[config.mk]
export PLATFORM = sky130hd
export DESIGN_NAME = snake_engine
export DESIGN_NICKNAME = d
export VERILOG_FILES = /design/src/rtl/snake_pkg.sv /design/src/rtl/snake_body_fifo.sv /design/src/rtl/snake_engine.sv
export SDC_FILE = /design/constraint.sdc
export NUM_CORES = 1
export LEC_CHECK = 0
export CAP_MARGIN = 20
export CORE_UTILIZATION = 35
export CTS_CLUSTER_DIAMETER = 120
export DETAILED_ROUTE_END_ITERATION = 10
export PLACE_DENSITY_LB_ADDON = 0.12
export SLEW_MARGIN = 20
export SYNTH_ARGS = -nofsm -noshare
export SYNTH_HDL_FRONTEND = slang
export SYNTH_SLANG_ARGS = --single-unit
[constraint.sdc]
create_clock -name clk -period 3.45 [get_ports clk]
set_clock_uncertainty 0.15 [all_clocks]
set_input_delay 0.5175 -clock clk [delete_from_list [all_inputs] [get_ports clk]]
set_output_delay 0.5175 -clock clk [all_outputs]
set_load 0.01 [all_outputs]
[src/rtl/snake_pkg.sv]
// ---------------------------------------------------------------------------
// snake_pkg: shared heading/state encodings for the snake game core.
// Rev 1.0
// ---------------------------------------------------------------------------
`default_nettype none

package snake_pkg;

    typedef enum logic [1:0] {
        LEFT  = 2'b00,
        DOWN  = 2'b01,
        UP    = 2'b10,
        RIGHT = 2'b11
    } heading_t;

    typedef enum logic [1:0] {
        RUN    = 2'b00,
        CALC   = 2'b01,
        COMMIT = 2'b10,
        OVER   = 2'b11
    } state_t;

    localparam int unsigned DIR_LEFT  = 0;
    localparam int unsigned DIR_DOWN  = 1;
    localparam int unsigned DIR_UP    = 2;
    localparam int unsigned DIR_RIGHT = 3;

    // The encoding makes every heading the bitwise complement of its reverse.
    function automatic heading_t opposite(heading_t h);
        return heading_t'(~h);
    endfunction

endpackage

`default_nettype wire

[src/rtl/snake_body_fifo.sv]
// ---------------------------------------------------------------------------
// snake_body_fifo: ring buffer of body coordinates, head pushed, tail popped.
// Rev 1.0
// ---------------------------------------------------------------------------
`default_nettype none

module snake_body_fifo #(
    parameter int MAX_LEN  = 16,
    parameter int INIT_LEN = 3,
    parameter int XW       = 3,
    parameter int YW       = 3
) (
    input  logic          clk,
    input  logic          clear_n,
    input  logic          init_i,
    input  logic          push_i,
    input  logic [XW-1:0] push_x_i,
    input  logic [YW-1:0] push_y_i,
    input  logic          pop_i,
    output logic [XW-1:0] tail_x_o,
    output logic [YW-1:0] tail_y_o
);

    localparam int PW = (MAX_LEN > 1) ? $clog2(MAX_LEN) : 1;
    localparam logic [PW-1:0] c_LAST    = PW'(MAX_LEN - 1);
    localparam logic [PW-1:0] c_WR_INIT = PW'(INIT_LEN % MAX_LEN);

    logic [XW-1:0] mem_x_q [MAX_LEN];
    logic [YW-1:0] mem_y_q [MAX_LEN];
    logic [PW-1:0] wr_q;
    logic [PW-1:0] rd_q;

    function automatic logic [PW-1:0] next_ptr(logic [PW-1:0] p);
        return (p == c_LAST) ? '0 : p + 1'b1;
    endfunction

    always_ff @(posedge clk or negedge clear_n) begin
        if (!clear_n) begin
            for (int i = 0; i < MAX_LEN; i++) begin
                mem_x_q[i] <= (i < INIT_LEN) ? XW'(i) : '0;
                mem_y_q[i] <= '0;
            end
            wr_q <= c_WR_INIT;
            rd_q <= '0;
        end else if (init_i) begin
            for (int i = 0; i < MAX_LEN; i++) begin
                mem_x_q[i] <= (i < INIT_LEN) ? XW'(i) : '0;
                mem_y_q[i] <= '0;
            end
            wr_q <= c_WR_INIT;
            rd_q <= '0;
        end else begin
            if (push_i) begin
                mem_x_q[wr_q] <= push_x_i;
                mem_y_q[wr_q] <= push_y_i;
                wr_q          <= next_ptr(wr_q);
            end
            if (pop_i) begin
                rd_q <= next_ptr(rd_q);
            end
        end
    end

    assign tail_x_o = mem_x_q[rd_q];
    assign tail_y_o = mem_y_q[rd_q];

endmodule

`default_nettype wire

[src/rtl/snake_engine.sv]
// ---------------------------------------------------------------------------
// snake_engine: snake game core (movement, growth, collisions, bitmap readout).
// Rev 1.0
// ---------------------------------------------------------------------------
`default_nettype none

module snake_engine
    import snake_pkg::*;
#(
    parameter  int GRID_W   = 8,
    parameter  int GRID_H   = 8,
    parameter  int MAX_LEN  = 16,
    parameter  int INIT_LEN = 3,
    parameter  int WRAP     = 0,
    localparam int XW       = $clog2(GRID_W),
    localparam int YW       = $clog2(GRID_H),
    localparam int LW       = $clog2(MAX_LEN + 1)
) (
    input  logic              clk,
    input  logic              clear_n,
    input  logic              step,
    input  logic [3:0]        direction,
    input  logic              restart,
    input  logic              food_valid,
    input  logic [XW-1:0]     food_x,
    input  logic [YW-1:0]     food_y,
    output logic              food_eaten,
    output logic              game_over,
    output logic [LW-1:0]     length,
    output logic [XW-1:0]     head_x,
    output logic [YW-1:0]     head_y,
    input  logic [YW-1:0]     rd_row,
    output logic [GRID_W-1:0] rd_data
);

    localparam logic [XW-1:0]     c_XMAX     = XW'(GRID_W - 1);
    localparam logic [YW-1:0]     c_YMAX     = YW'(GRID_H - 1);
    localparam logic [LW-1:0]     c_MAX_LEN  = LW'(MAX_LEN);
    localparam logic [LW-1:0]     c_INIT_LEN = LW'(INIT_LEN);
    localparam logic [XW-1:0]     c_HEAD_X0  = XW'(INIT_LEN - 1);
    localparam logic [GRID_W-1:0] c_ROW0     = GRID_W'((64'd1 << INIT_LEN) - 64'd1);
    localparam logic              c_EDGE_DIE = (WRAP == 0);

    state_t              state_q;
    heading_t            heading_q, pending_q, req_d;
    logic                req_valid_d;
    logic [XW-1:0]       head_x_q, nx_d, nx_q, tail_x;
    logic [YW-1:0]       head_y_q, ny_d, ny_q, tail_y;
    logic [LW-1:0]       length_q;
    logic                game_over_q, food_eaten_q;
    logic [GRID_W-1:0]   rd_data_q;
    logic [GRID_W-1:0]   bitmap_q [GRID_H];
    logic                oob_d, eat_d, grow_d, hit_d;
    logic                oob_q, eat_q, grow_q, hit_q;
    logic                push, pop;

    always_comb begin
        req_valid_d = 1'b1;
        req_d       = RIGHT;
        if (direction[DIR_RIGHT])     req_d = RIGHT;
        else if (direction[DIR_LEFT]) req_d = LEFT;
        else if (direction[DIR_DOWN]) req_d = DOWN;
        else if (direction[DIR_UP])   req_d = UP;
        else                          req_valid_d = 1'b0;
    end

    always_ff @(posedge clk or negedge clear_n) begin
        if (!clear_n)                                            pending_q <= RIGHT;
        else if (restart)                                        pending_q <= RIGHT;
        else if (req_valid_d && req_d != opposite(heading_q))    pending_q <= req_d;
    end

    // Next-head candidate uses the pending heading, which CALC commits.
    always_comb begin
        nx_d  = head_x_q;
        ny_d  = head_y_q;
        oob_d = 1'b0;
        case (pending_q)
            RIGHT: if (head_x_q == c_XMAX) begin nx_d = '0;     oob_d = c_EDGE_DIE; end
                   else nx_d = head_x_q + 1'b1;
            LEFT:  if (head_x_q == '0)     begin nx_d = c_XMAX; oob_d = c_EDGE_DIE; end
                   else nx_d = head_x_q - 1'b1;
            DOWN:  if (head_y_q == c_YMAX) begin ny_d = '0;     oob_d = c_EDGE_DIE; end
                   else ny_d = head_y_q + 1'b1;
            default: if (head_y_q == '0)   begin ny_d = c_YMAX; oob_d = c_EDGE_DIE; end
                   else ny_d = head_y_q - 1'b1;
        endcase
        eat_d  = food_valid && (nx_d == food_x) && (ny_d == food_y);
        grow_d = eat_d && (length_q < c_MAX_LEN);
        // The tail cell is vacated in the same move unless the snake grows.
        hit_d  = !oob_d && bitmap_q[ny_d][nx_d] &&
                 !(!grow_d && nx_d == tail_x && ny_d == tail_y);
    end

    always_ff @(posedge clk or negedge clear_n) begin
        if (!clear_n) begin
            state_q      <= RUN;
            heading_q    <= RIGHT;
            head_x_q     <= c_HEAD_X0;
            head_y_q     <= '0;
            length_q     <= c_INIT_LEN;
            game_over_q  <= 1'b0;
            food_eaten_q <= 1'b0;
            rd_data_q    <= '0;
            {nx_q, ny_q, oob_q, eat_q, grow_q, hit_q} <= '0;
            for (int r = 0; r < GRID_H; r++) bitmap_q[r] <= (r == 0) ? c_ROW0 : '0;
        end else if (restart) begin
            state_q      <= RUN;
            heading_q    <= RIGHT;
            head_x_q     <= c_HEAD_X0;
            head_y_q     <= '0;
            length_q     <= c_INIT_LEN;
            game_over_q  <= 1'b0;
            food_eaten_q <= 1'b0;
            rd_data_q    <= '0;
            {nx_q, ny_q, oob_q, eat_q, grow_q, hit_q} <= '0;
            for (int r = 0; r < GRID_H; r++) bitmap_q[r] <= (r == 0) ? c_ROW0 : '0;
        end else begin
            food_eaten_q <= 1'b0;
            rd_data_q    <= (rd_row <= c_YMAX) ? bitmap_q[rd_row] : '0;
            case (state_q)
                RUN: if (step) state_q <= CALC;
                CALC: begin
                    heading_q <= pending_q;
                    nx_q      <= nx_d;
                    ny_q      <= ny_d;
                    oob_q     <= oob_d;
                    eat_q     <= eat_d;
                    grow_q    <= grow_d;
                    hit_q     <= hit_d;
                    state_q   <= COMMIT;
                end
                COMMIT: begin
                    if (oob_q || hit_q) begin
                        game_over_q <= 1'b1;
                        state_q     <= OVER;
                    end else begin
                        if (!grow_q) bitmap_q[tail_y][tail_x] <= 1'b0;
                        bitmap_q[ny_q][nx_q] <= 1'b1;
                        head_x_q     <= nx_q;
                        head_y_q     <= ny_q;
                        if (grow_q) length_q <= length_q + 1'b1;
                        food_eaten_q <= eat_q;
                        state_q      <= RUN;
                    end
                end
                default: state_q <= OVER;
            endcase
        end
    end

    assign push = (state_q == COMMIT) && !restart && !(oob_q || hit_q);
    assign pop  = push && !grow_q;

    snake_body_fifo #(
        .MAX_LEN  (MAX_LEN),
        .INIT_LEN (INIT_LEN),
        .XW       (XW),
        .YW       (YW)
    ) u_body (
        .clk      (clk),
        .clear_n  (clear_n),
        .init_i   (restart),
        .push_i   (push),
        .push_x_i (nx_q),
        .push_y_i (ny_q),
        .pop_i    (pop),
        .tail_x_o (tail_x),
        .tail_y_o (tail_y)
    );

    assign food_eaten = food_eaten_q;
    assign game_over  = game_over_q;
    assign length     = length_q;
    assign head_x     = head_x_q;
    assign head_y     = head_y_q;
    assign rd_data    = rd_data_q;

endmodule

`default_nettype wire

==> results.cfg, run 1 <==
[worst_setup_path]
worst_setup_path_start_kind = flip-flop
crit_start = head_y[0]
worst-path-buf-inv = 2
cp_slowest_cell = dfrtp_1
max_stage_delay_ps = 480
r2r-start = head_y[0]
crit_chain = inv_1, ha_1, and3b_1, o32ai_2, buf_4, and2_1, a211oi_1, a311o_1, a21boi_0, o211ai_1, o31ai_1
cp.arrival_ps = 3520
cp.required_ps = 3730
path_class = flip-flop to flip-flop
crit_fanout = 20
crit_family = compound AO/OA/AOI/OAI gates
cp-end-kind = flip-flop

[place]
placed_area_um2 = 12300
pre_cts_ws_ps = 260
gp_congestion = 0.857
io_buffer_count = 38
dp_hpwl_um = 22400
place_inst = 1544

[hold_path]
min_from = restart
hold_class = input port to flip-flop

[finish]
postLayoutCellArea_um2 = 13200
nFillCells = 3093
regArea_um2 = 5150
layout.cells.non_filler = 1591
area_delta_synth_final_pct = 17.2
multi_input_area_um2 = 5690
drive_gt1_share_pct = 14.4
n_antenna_cell = 0
fin_nets = 1206

[drt]
drt_pass1_iterations = 5
ant_nets = 0
wirelength_um = 34500
detail_route.vias_per_cell = 5.51
post-route-drc-count = 0
wl_per_cell_um = 21.7
num_vias = 8769
drt_iter0_markers = 696

[sta]
worst_hold_slack_ps = 286
grt_setup_unrepaired = no
finalSetupViolations = 0
maxSlewViolCount = 0
fin_crit_sh_pct = 93.9
fmax_mhz = 309
final.min_clock_period_ps = 3240
tns_ps = 0
slew_headroom_pct = 49.6
setup_slack_ps = 210
worst_pin_slew_ps = 756
hold_viol = 0

[floorplanning]
die_x_um = 181
start_util_pct = 35.7
core_area_um2 = 31600
fp-row-count = 65
ios = 39
chipHeight_um = 181
die_area_um2 = 32900

[clock_tree]
clk_path_buf_depth = 3
htree_levels = 1
cts_made_buffers = 25
cts_setup_buffers = 0
cts_num_sinks = 205
cts_root_buf = clkbuf_16
worstSkewPairLatency_ps = 530
cts.clk_slew.worst_paths_ps = 70
cts_tree = yes

[yosys]
synth_cell_types = 65
yosys_warnings = 0
postSynthCellCount = 1134
syn_nets = 1170
ys_ff_latch = 205
synth_edf_count = 0
ys_async_sr_fraction_pct = 100
synth_area_per_cell_um2 = 9.92
syn_area_um2 = 11300
yosysSeqAreaShare_pct = 45.8
synth_ff_type = dfrtp_1

[grt]
grt_first_pass_wirelength_um = 54400
grt_max_degree = 124
gr-total-overflow = 0
track_usage_pct = 21.4
antenna_found_initial = 0
grt_pass1_vias = 8797

[pwr]
p_leak_nw = 5.91
ir_drop_v = 0.000324
power.density_nw_per_um2 = 455

[run]
drv_cap = 0

[outcome]
status = completed
## path summary, 6_finish.rpt
path | to | slack, ps | cells after the start
setup / recovery | hit_q | 210 | 11
hold / removal | ny_q[0] | 290 | 2
setup reg to reg | hit_q | 210 | 11
hold reg to reg | bitmap_q[57] | 340 | 2
max in group asynchronous | bitmap_q[43] | 1780 | 3
min in group asynchronous | eat_q | 370 | 2
## per-layer routing
metal / track usage (%) / wire length (um) / up-vias
li1: - / - / 4102
met1: 31.1 / 16600 / 4393
met2: 33.0 / 15500 / 215
met3: 3.57 / 1660 / 59
met4: 5.05 / 771 / 0
met5: 0 / 0 / -
## worst reg2reg max path, cell delays in order, from the launching register on
cell	delay, ps
dfrtp_1	480
inv_1	100
ha_1	320
and3b_1	210
o32ai_2	330
buf_4	340
and2_1	180
a211oi_1	50
a311o_1	340
a21boi_0	230
o211ai_1	120
o31ai_1	280
## cell families (layout without fill, tap and decap cells)
family | after synthesis | count (layout) | synth area share (%)
mux | 142 | 142 | 17.0
compound gates | 248 | 248 | 13.3
flops | 205 | 205 | 45.8
simple gates | 403 | 403 | 16.7
fa+ha+maj | 18 | 18 | 2.00
xor+xnor | 18 | 18 | 1.40
buf+inv | 100 | 155 | 3.83
## sequential cells by signal (all words and copies together), names as in the netlist, 2 cells and up
signal	count
bitmap_q	64
u_body.mem_x_q	48
u_body.mem_y_q	48
rd_data	8
length	5
u_body.rd_q	4
u_body.wr_q	4
head_x	3
head_y	3
nx_q	3
ny_q	3
heading_q	2
pending_q	2
state_q	2
## placed cells by master, fill, tap and decap left out, types with 8 or more instances in the layout
cell type / n
o21ai_1: 56
nand4_1: 8
o211ai_1: 25
xor2_1: 11
nor2_1: 177
mux4_2: 36
clkbuf_16: 25
inv_1: 17
a21oi_1: 60
nand3_1: 32
clkdlybuf4s50_1: 36
dfrtp_1: 189
buf_4: 45
or3_1: 9
o21ai_0: 54
nand2_1: 79
nor2b_1: 49
ha_1: 18
mux2i_1: 98
dfstp_2: 14
## stage by stage
stage | power, mW | utilization [%]
after CTS | 6.06 | 41.8
after global routing | 6.21 | 41.8
after global placement | 3.16 | 38.9
after floorplan | 2.89 | -
final | 6.00 | 41.8
after detailed placement | 3.16 | 38.9
## Yosys cell counts, drive strengths merged, types with 4 or more instances
cell type / n / area share [%]
a211o: 7 / 0.54
a21oi: 60 / 2.7
a22oi: 7 / 0.51
a31oi: 5 / 0.28
and2: 4 / 0.22
and3: 4 / 0.22
buf: 26 / 1.4
clkbuf: 56 / 1.9
dfrtp: 191 / 42
dfstp: 14 / 3.3
ha: 18 / 2.0
inv: 17 / 0.57
mux2: 6 / 0.60
mux2i: 98 / 8.7
mux4: 38 / 7.7
nand2: 79 / 2.6
nand2b: 7 / 0.39
nand3: 34 / 1.6
nand3b: 5 / 0.33
nand4: 8 / 0.44
nor2: 179 / 6.0
nor2b: 49 / 2.7
nor3: 7 / 0.31
nor4: 4 / 0.22
o211ai: 28 / 2.0
o21ai: 110 / 4.9
or2: 4 / 0.22
or3: 9 / 0.50
xnor2: 7 / 0.54
xor2: 11 / 0.86
## layout make-up
class,count,area share (%)
Clock buffer,30,5.12
Clock inverter,16,1.69
Inverter,18,0.513
Multi-Input combinational cell,829,43.2
Sequential cell,205,39.1
Tap cell,402,3.82
Timing Repair Buffer,91,6.63
## report_power, final
group	internal, mW	switching (mW)	total [mW]
logic	0.222	0.409	0.631
registers	2.43	0.0516	2.48
clock network	1.77	1.11	2.89
total	4.43	1.58	6.00
## repair_timing
action | in CTS | in global routing
hold endpoints to repair | 45 | 0
gates resized for setup | 0 | 0
endpoints found under the setup margin | 0 | 0
hold buffers | 1 | 0
Note: power is estimated with default switching activity, not from simulation.
==> inputs of run 2 (changes only) <==
--- a/config.mk
+++ b/config.mk
@@ -10,6 +10,7 @@
 export CTS_CLUSTER_DIAMETER = 120
 export DETAILED_ROUTE_END_ITERATION = 10
 export PLACE_DENSITY_LB_ADDON = 0.12
+export REMOVE_ABC_BUFFERS = 1
 export SLEW_MARGIN = 20
 export SYNTH_ARGS = -nofsm -noshare
 export SYNTH_HDL_FRONTEND = slang
==> run 2 against run 1 <==
  * Critical path type unchanged
  * Worst hold slack improved by 12 ps
  * Cell count decreased by 1.3%
  * Via count fell by 0.46%
  * Total power shrank 0.48%
  * Die area did not move
  * First-iteration DRC count is 3.2% higher
  * Core utilization is 0.45 points lower
  * Wire length decreased by 0.52%
  * Global-route usage is essentially flat
  * Clock power hardly changed
==> results.cfg, run 2 (synthesis gave the netlist of run 1 again) <==
[hold_path]
min_path_cells = 2
hold_path_end = u_body.mem_y_q[7]
hold_class = input port to flip-flop
min_from = restart

[drt]
drt_pass1_iterations = 5
wl_per_cell_um = 21.8
ant_nets = 0
detail_route.vias_per_cell = 5.56
drt_iter0_markers = 718
post-route-drc-count = 0
wirelength_um = 34300
num_vias = 8729

[floorplanning]
ios = 39
core_area_um2 = 31600
fp-row-count = 65
die_x_um = 181
start_util_pct = 35.7
die_area_um2 = 32900
chipHeight_um = 181

[worst_setup_path]
cp.arrival_ps = 3510
path_class = flip-flop to flip-flop
crit_start = pending_q[0]
worst-r2r-cell-count = 11
cp.required_ps = 3690
cp-end-kind = flip-flop
r2r-start = pending_q[0]
crit_fanout = 14
r2r_end = hit_q
worst_setup_path_start_kind = flip-flop
r2r_slack_ps = 180

[finish]
area_delta_synth_final_pct = 15.9
largest_register = bitmap_q
drive_gt1_share_pct = 13.3
final_util_pct = 41.3
largest_reg_flops = 64
layout_common_cells = dfrtp_1 (190), nor2_1 (177), mux2i_1 (98), nand2_1 (79), a21oi_1 (60)
reg_top3 = bitmap_q: 64 flops, u_body.mem_x_q: 48 flops, u_body.mem_y_q: 48 flops
fin_nets = 1186
n_antenna_cell = 0
layout.cells.non_filler = 1571
final_common_cell = dfrtp_1

[grt]
gr-total-overflow = 0
grt_first_pass_wirelength_um = 54400
use_met3_pct = 2.34
grt_max_degree = 77
track_usage_pct = 21.4
antenna_found_initial = 0
use_met2_pct = 33.9
grt-busiest-layer = met2
use_met1_pct = 30.7
grt_pass1_vias = 9030

[sta]
worst_pin_slew_ps = 1140
fmax_mhz = 306
fin_crit_sh_pct = 94.7
slew_headroom_pct = 24.3
tns_ps = 0
maxSlewViolCount = 0
final.min_clock_period_ps = 3270
hold_viol = 0
finalSetupViolations = 0
grt_setup_unrepaired = no
setup_slack_ps = 183

[pwr]
p_total_mw = 5.97
power.density_nw_per_um2 = 458
p_leak_nw = 5.82
ir_drop_v = 0.000360

[place]
io_buffer_count = 38
dp_hpwl_um = 22000
pre_cts_ws_ps = 136
gp_congestion = 0.849
place_inst = 1524

[clock_tree]
clk_path_buf_depth = 3
cts_num_sinks = 205
cts_setup_buffers = 0
cts_made_buffers = 25
cts_root_buf = clkbuf_16
worstSkewPairLatency_ps = 530
cts.clk_slew.worst_paths_ps = 60
htree_levels = 1
cts_tree = yes

[outcome]
status = completed

[run]
drv_cap = 0
==> run 2: changes by cell type in the layout (fill, tap and decap cells not counted), sizes merged <==
cell and delta:
buf -20, bufinv -1, clkbuf +3, clkinv -2, clkinvlp -1, inv +1
==> run 2: stage by stage <==
stage                     hold slack (ps)  instance area [um2]
final                                 298                13000
after global routing                  317                13000
after CTS                             311                13000
after global placement                336                12100
after detailed placement              335                12100
after floorplan                      71.9                10900
==> run 2: where the power goes <==
group | switching (mW) | total [mW] | internal (mW)
Combinational | 0.411 | 0.629 | 0.218
Sequential | 0.0487 | 2.48 | 2.43
Clock | 1.08 | 2.86 | 1.78
==> run 2: repair_timing <==
item                       in CTS  in global routing
resized for setup               0                  5
hold buffers                    1                  0
hold endpoints to repair       47                  0
setup endpoints to repair       0                  1
==> run 2: worst max-delay path by stage <==
stage               cells after the start    end  slack [ps]
finish                                 11  hit_q         180
detailed placement                     11  hit_q         140
floorplan                               9  hit_q        -160
CTS                                    11  hit_q         110
global placement                       11  hit_q         160
global route                           11  hit_q          20
==> run 2: layout make-up <==
cell class	count	area, um2
multi-input combinational	829	5710
tap	402	503
clock buffer	33	726
sequential	205	5150
timing repair buffer	71	699
clock inverter	13	184
inverter	18	67.6
fill	3129	18500
==> run 2: routing by layer <==
| metal | up-vias | routed length [um] | share of wire, % |
|---|---|---|---|
| met3 | 56 | 1400 | 4.1 |
| li1 | 4065 | - | - |
| met1 | 4385 | 16200 | 47 |
| met4 | 0 | 966 | 2.8 |
| met2 | 223 | 15700 | 46 |
| met5 | - | 0 | 0 |
==> run 2: critical path, stage by stage, from the launching register on <==
cell       delay [ps]
dfstp_2           570
inv_1              70
ha_1              390
inv_1             140
a221oi_1          300
a311o_2           260
buf_4             280
nor4_2             90
a311oi_1          440
o2111ai_1         180
o211ai_1          150
o31ai_1           120
